===== config.mk =====
export PLATFORM = sky130hd
export DESIGN_NAME = viterbi_conv_encoder_p
export DESIGN_NICKNAME = d
export VERILOG_FILES = /design/src/rtl/viterbi_conv_encoder_p.sv
export SDC_FILE = /design/constraint.sdc
export NUM_CORES = 1
export LEC_CHECK = 0
export ABC_AREA = 1
export CORE_MARGIN = 8
export CORE_UTILIZATION = 35
export CTS_CLUSTER_DIAMETER = 60
export CTS_CLUSTER_SIZE = 30
export DETAILED_ROUTE_END_ITERATION = 8
export PLACE_DENSITY = 0.6
export SETUP_SLACK_MARGIN = 0.1
export SLEW_MARGIN = 0
export SYNTH_ARGS = -nofsm -noshare
export SYNTH_HDL_FRONTEND = slang
export SYNTH_SLANG_ARGS = --single-unit

===== constraint.sdc =====
create_clock -name clk -period 2.6 [get_ports clk]
set_input_delay 0.65 -clock clk [delete_from_list [all_inputs] [get_ports clk]]
set_output_delay 0.65 -clock clk [all_outputs]
set_load 0.01 [all_outputs]

===== src/rtl/viterbi_conv_encoder_p.sv =====
// viterbi_conv_encoder_p: punctured convolutional encoder (rates 1/2, 2/3, 3/4) with framed zero-tail termination
//   clk, rst            : clock, asynchronous active-high reset
//   encoder_i           : data bit, accepted when enable_encoder_i && ready_o
//   rate_sel_i          : 0 = 1/2, 1 = 2/3, 2 = 3/4, 3 = 1/2; latched on the first bit of a frame
//   ready_o             : combinational, low in reset and while the tail is flushed
//   sym_o, sym_valid_o  : coded pair {c1,c0} and its keep mask (0 = erasure)
//   sym_strobe_o        : new symbol this cycle
//   frame_start_o/end_o : first data symbol / last tail symbol of a frame
//   frame_ct_o          : completed-frame count
module viterbi_conv_encoder_p #(
   parameter int             K         = 3,
   parameter logic [K-1:0]   G0        = 3'b111,
   parameter logic [K-1:0]   G1        = 3'b101,
   parameter int             FRAME_LEN = 256
) (
   input  logic        clk,
   input  logic        rst,
   input  logic        encoder_i,
   input  logic        enable_encoder_i,
   input  logic [1:0]  rate_sel_i,
   output logic        ready_o,
   output logic [1:0]  sym_o,
   output logic [1:0]  sym_valid_o,
   output logic        sym_strobe_o,
   output logic        frame_start_o,
   output logic        frame_end_o,
   output logic [15:0] frame_ct_o
);
   localparam int BW = $clog2(FRAME_LEN + 1);
   localparam int TW = $clog2(K);
   localparam logic [1:0] IDLE = 2'd0, DATA = 2'd1, TAIL = 2'd2;
   logic [1:0]    state, rate_q, p, rate, cur_p, period, p_nxt, mask, code;
   logic [K-2:0]  sr;
   logic [K-1:0]  v;
   logic [BW-1:0] bit_ct, bit_nxt;
   logic [TW-1:0] tail_ct;
   logic          accept, shift, in_bit, last_data, last_tail;
   // In IDLE the incoming bit already belongs to the new frame, so it uses the
   // live rate select and phase 0 rather than the stale registered values.
   always_comb begin
      ready_o   = !rst && state != TAIL;
      accept    = enable_encoder_i && ready_o;
      shift     = accept || state == TAIL;
      in_bit    = state != TAIL && encoder_i;
      v         = {in_bit, sr};
      code      = {^(v & G1), ^(v & G0)};
      rate      = state == IDLE ? rate_sel_i : rate_q;
      cur_p     = state == IDLE ? 2'd0 : p;
      period    = rate == 2'd1 ? 2'd2 : rate == 2'd2 ? 2'd3 : 2'd1;
      p_nxt     = cur_p + 2'd1 == period ? 2'd0 : cur_p + 2'd1;
      mask      = cur_p == 2'd0 ? 2'b11 : rate == 2'd1 ? 2'b01 : cur_p == 2'd1 ? 2'b01 : 2'b10;
      bit_nxt   = state == IDLE ? BW'(1) : bit_ct + 1'b1;
      last_data = bit_nxt == BW'(FRAME_LEN);
      last_tail = tail_ct == TW'(K - 2);
   end
   always_ff @(posedge clk or posedge rst) begin
      if (rst) begin
         state         <= IDLE;
         rate_q        <= 2'd0;
         p             <= 2'd0;
         sr            <= '0;
         bit_ct        <= '0;
         tail_ct       <= '0;
         sym_o         <= 2'b00;
         sym_valid_o   <= 2'b00;
         sym_strobe_o  <= 1'b0;
         frame_start_o <= 1'b0;
         frame_end_o   <= 1'b0;
         frame_ct_o    <= 16'd0;
      end else begin
         if (shift) begin
            sr          <= {in_bit, sr[K-2:1]};
            p           <= p_nxt;
            sym_o       <= code & mask;
            sym_valid_o <= mask;
         end
         sym_strobe_o  <= shift;
         frame_start_o <= accept && state == IDLE;
         frame_end_o   <= state == TAIL && last_tail;
         if (accept) begin
            bit_ct <= bit_nxt;
            state  <= last_data ? TAIL : DATA;
            if (state == IDLE) rate_q <= rate_sel_i;
         end
         if (state == TAIL) begin
            tail_ct <= last_tail ? '0 : tail_ct + 1'b1;
            if (last_tail) begin
               state      <= IDLE;
               frame_ct_o <= frame_ct_o + 16'd1;
            end
         end
      end
   end
endmodule


Word level (Yosys, flattened, before mapping):

Index checks and enable logic that the tools add are counted.

* flip-flop bits (word level): 42
* bits in latches: 0
* bits in writable memories: 0
* memory bits (read-only): 0
* input port bits: 6
* output and inout bits: 24
* logic and storage cells: 51
* memories kept: 0

* $add $sub $neg: 4
* multiply operators: 0
* divide/modulo/power cells: 0
* order comparisons: 0
* equal/unequal tests: 8
* shifts and indexed selects: 0
* mux-type cells: 14
* bitwise operators: 1
* reduce and logical (&&, ||, !) cells: 12

Operator list (number)
* 2-bit two-way mux: 13
* 16-bit by 1-bit adder with 16-bit output (second input constant): 1
* 9-bit by 1-bit adder with 9-bit output (second input constant): 1
* 9-bit == test (second input constant): 1
* 9-bit two-way mux: 1
* 2-bit by 1-bit == test with 1-bit output (second input constant): 3
* 3-bit XOR reduction: 2
* 1-bit logical AND: 5
* 2-bit by 1-bit adder with 2-bit output (second input constant): 2
* 2-bit == test (second input constant): 2
* 2-bit zero test: 2
* 2-bit AND: 1
* 2-bit == test: 1
* 2-bit inequality test (second input constant): 1
* 2-bit AND reduction: 1
* 1-bit zero test: 1
* 1-bit logical OR: 1

Logic depth before layout (Yosys ltp):

* depth after elaboration: 7
* mapped depth: 9
* depth with buffers taken out: 9

Least setup slack after synthesis:

Ideal clock, no wire load.

* path kind: input to register
* start: input port rst
* end: register state[1]
* setup time: 77 ps
* data arrival time: 2388 ps
* required time: 2523 ps
* path slack: 135 ps
* stages on the path: 7
* path buffers: 0
* cell sequence: inv_1 -> nand3_2 -> nor2_1 -> nand3_1 -> nor2_1 -> nand2_1 -> a21oi_1

* word-level cells in the longest chain between the ends: 6

Ends and longest elaborated chain
* start, declared: RTL line 17 `input logic rst,`
* 1-bit zero test (no source line) (*)
* 1-bit logical AND (*): RTL line 41 `ready_o = !rst && state != TAIL;`
* 1-bit logical AND (*): RTL line 42 `accept = enable_encoder_i && ready_o;`
* 2-bit two-way mux (*): RTL line 80 `if (accept) begin`
* 2-bit two-way mux: RTL line 87 `if (last_tail) begin`
* 2-bit two-way mux (*): RTL line 85 `if (state == TAIL) begin`
* end signal, assigned: RTL line 82 `state <= last_data ? TAIL : DATA;`
* end, declared: RTL line 32 `logic [1:0] state, rate_q, p, rate, cur_p, period, p_nxt, mask, code;`

Mark *: on every way between the ends. The rest lies on a longest branch, timed or not.
A chain may end at the register's enable or synchronous reset.

Final worst setup path:

* start: input port rst
* end: output port ready_o

* word-level cells in the longest chain between the ends: 2

Ends and longest elaborated chain
* 1-bit zero test (no source line)
* 1-bit logical AND: RTL line 41
* end, declared: RTL line 21 `output logic ready_o,`

Every way passes these cells.

==> flow_metrics.tcl <==
set metrics [dict create \
    path_delay_family "buffers and inverters" \
    tns_ns 0 \
    place_inst 350 \
    grt_usage_pct 11.14 \
    synth_ff_type "dfrtp_1" \
    synth_top_area_share_pct 50.09 \
    pwr-share-comb_pct 26.8 \
    hold_path_depth 2 \
    final_area_um2 2600 \
    layout_setup_ws_ns 0.2328 \
    cts_resized 0 \
    n_antenna_cell 0 \
    syn_to_final_growth_pct 23.91 \
    cts.sink_count 42 \
    r2r_end "p[1]" \
    cp.depth 3 \
    postRouteAntennaNets 0 \
    r2r_start "state[1]" \
    wl_um 4354 \
    fin_worst_skew_ns 0.006869 \
    io_buffers 29 \
    drt_iter0_drc 59 \
    syn_area_um2 2098 \
    switching_share_pct 31.46 \
    cts_tree "yes" \
    clkPwrFrac_pct 28.0 \
    power_density_nw_per_um2 707.0 \
    grt_setup_unrepaired "no" \
    cts_root_buf "clkbuf_8" \
    cts_inserted_buffers 5 \
    status "finished, final reports clean" \
    grt_pass1_vias 1692 \
    first_pass_iters 4 \
    setup_violations 0 \
    crit_buf_inv 2 \
    io_pins 30 \
    timing.final.crit_period_ns 2.367 \
    path_clk_slew_ns 0.08 \
    finalNonFillerCells 358 \
    die_h_um 93.43 \
    post-place-ws_ns 0.2335 \
    cp_cell_sequence "clkdlybuf4s50_1 > nor2_1 > clkdlybuf4s50_1" \
    routed_via_density 4.592 \
    drive_gt1_share_pct 8.481 \
    arrival_ns 1.72 \
    routedWlPerCell_um 12.16 \
    dpl-instance-area_um2 2490 \
    min_from "rate_q[1]" \
    synthTopCellsByArea "dfrtp_1 50%, nand2_1 12%, xor2_1 5.0%, inv_1 4.8%, nand3_1 4.5%" \
    hold_viol 0 \
    insertion_delay_ns 0.29 \
    reg2reg_slack_ns 0.64 \
    internal_power_uw 1260 \
    async_reset_ff_share_pct 100.0 \
    rr_worst_depth 7 \
    grt_pass1_wl_um 7886 \
    die_area_um2 8728 \
    synth_most_common_cell "nand2_1" \
    rows 28 \
    vias 1644 \
    nFillCells 573 \
    clockBufferDepth 2 \
    peakVddDrop_uv 319.0 \
    seq_area_frac_synth_pct 50.09 \
    cpPeakStageDelay_ns 0.54 \
    ys_warn_count 0 \
    finalPower_uw 1838 \
    initial_core_util_pct 35.86 \
    worstHoldEndpoint "rate_q[1]" \
    leakagePower_uw 0.001257 \
    path_class "in2out" \
    overflow 0 \
    synthTopCellsByCount "65 x nand2_1, 42 x dfrtp_1, 27 x inv_1" \
    synth_largest_area_cell "dfrtp_1" \
    worstPathRequired_ns 1.95 \
    slew_viol_final 0 \
    worst_path_most_repeated_cell "clkdlybuf4s50_1" \
    final_nets 293 \
    drc 0 \
    slowest_stage "clkdlybuf4s50_1" \
    core_area_um2 5851 \
    die_w_um 93.43 \
    place.gp.congestion 0.7795 \
    synth_cell_types 26 \
    post-route-period-util_pct 91.04 \
    cap_violations 0 \
    switching_power_uw 578.3 \
    crit_path_start_kind "input pin" \
    synth.avg_cell_area_um2 8.530 \
    grt_antenna_before_repair 0 \
    grt_start_max_net_pins 43 \
    post_cts_buffers 0 \
    ys_ff_latch 42 \
    synthCells 246 \
    path_max_fanout 2 \
    tightest_slew_ns 0.5384 \
    pwr-share-seq_pct 45.2 \
    ctsHoldBuffers 0 \
    relSlewSlack_pct 64.11 \
    synth_edf_count 0 \
    hp-class "reg2reg" \
    syn_nets 257 \
    max_freq_mhz 422.4 \
    dp_hpwl_um 3165 \
    end_kind "primary output" \
    htreeDepth 2 \
]
flip-flops by register name, summed over array words and instances (netlist names):
| name | count |
|---|---|
| p | 2 |
| state | 2 |
| sym_o | 2 |
| rate_q | 2 |
| frame_end_o | 1 |
| bit_ct | 9 |
| tail_ct | 2 |
| sym_strobe_o | 1 |
| sym_valid_o | 2 |
| frame_ct_o | 16 |
| sr | 2 |
| frame_start_o | 1 |
per-stage QoR:
step / hold slack [ns] / util [%]
6_report: 0.4916 / 44.44
5_1_grt: 0.5131 / 44.44
4_1_cts: 0.4974 / 44.44
3_5_place_dp: 0.4772 / 42.56
3_3_place_gp: 0.4652 / 42.56
2_1_floorplan: 0.4523 / -
layout make-up:
type,count,area [um2],share of cell area (%)
Sequential cell,42,1051,40.42
Multi-Input combinational cell,174,934.6,35.95
Timing Repair Buffer,31,305.3,11.74
Inverter,28,105.1,4.042
Tap cell,75,93.84,3.609
Clock buffer,6,72.57,2.791
Clock inverter,2,37.54,1.444
worst max-delay path by stage:
stage / to / from
detailed placement: ready_o / rst
global placement: ready_o / rst
floorplan: state[1] / rst
finish: ready_o / rst
global route: ready_o / rst
CTS: ready_o / rst
worst register-to-register path: stages, from the launching register on:
cell,delay [ns]
dfrtp_1,0.44
nor2_2,0.37
mux2i_1,0.30
ha_1,0.28
xnor2_1,0.15
nand3_1,0.12
nand3b_1,0.11
o21ai_0,0.09
power groups by stage:
| stage | sequential [uW] | clock [uW] | combinational [uW] |
|---|---|---|---|
| 2_1_floorplan | 843 | 0 | 334 |
| 4_1_cts | 832 | 532 | 503 |
| 6_report | 831 | 515 | 492 |
| 5_1_grt | 847 | 557 | 577 |
| 3_3_place_gp | 843 | 0 | 491 |
| 3_5_place_dp | 845 | 0 | 494 |
kinds of logic after synthesis:
logic type	count (synthesis)	synth area share, %
compound gates	24	6.261
xor+xnor	19	7.931
fa+ha+maj	5	2.982
buf+inv	30	5.367
flops	42	50.09
mux	1	0.4771
simple gates	125	26.89
per-layer routing:
| metal | part of all wire, % | GRT usage, % |
|---|---|---|
| met5 | 0 | 0 |
| met4 | 1.8 | 4.832 |
| met3 | 2.8 | 2.644 |
| met2 | 49 | 19.10 |
| met1 | 46 | 12.90 |
layout by cell type, fill, tap and decap left out, types with 2 or more instances in the layout:
cell type	instances
clkbuf_8	5
nor2_2	3
nand2_1	65
o21ai_0	17
nor2_4	3
nor3_1	2
nor2_1	23
clkdlybuf4s50_1	29
a21oi_1	3
xor2_1	12
nand3_1	19
dfrtp_1	42
xnor2_1	7
ha_1	5
inv_1	27
buf_4	2
nand2_2	5
Power figures use the tool's default switching activity.
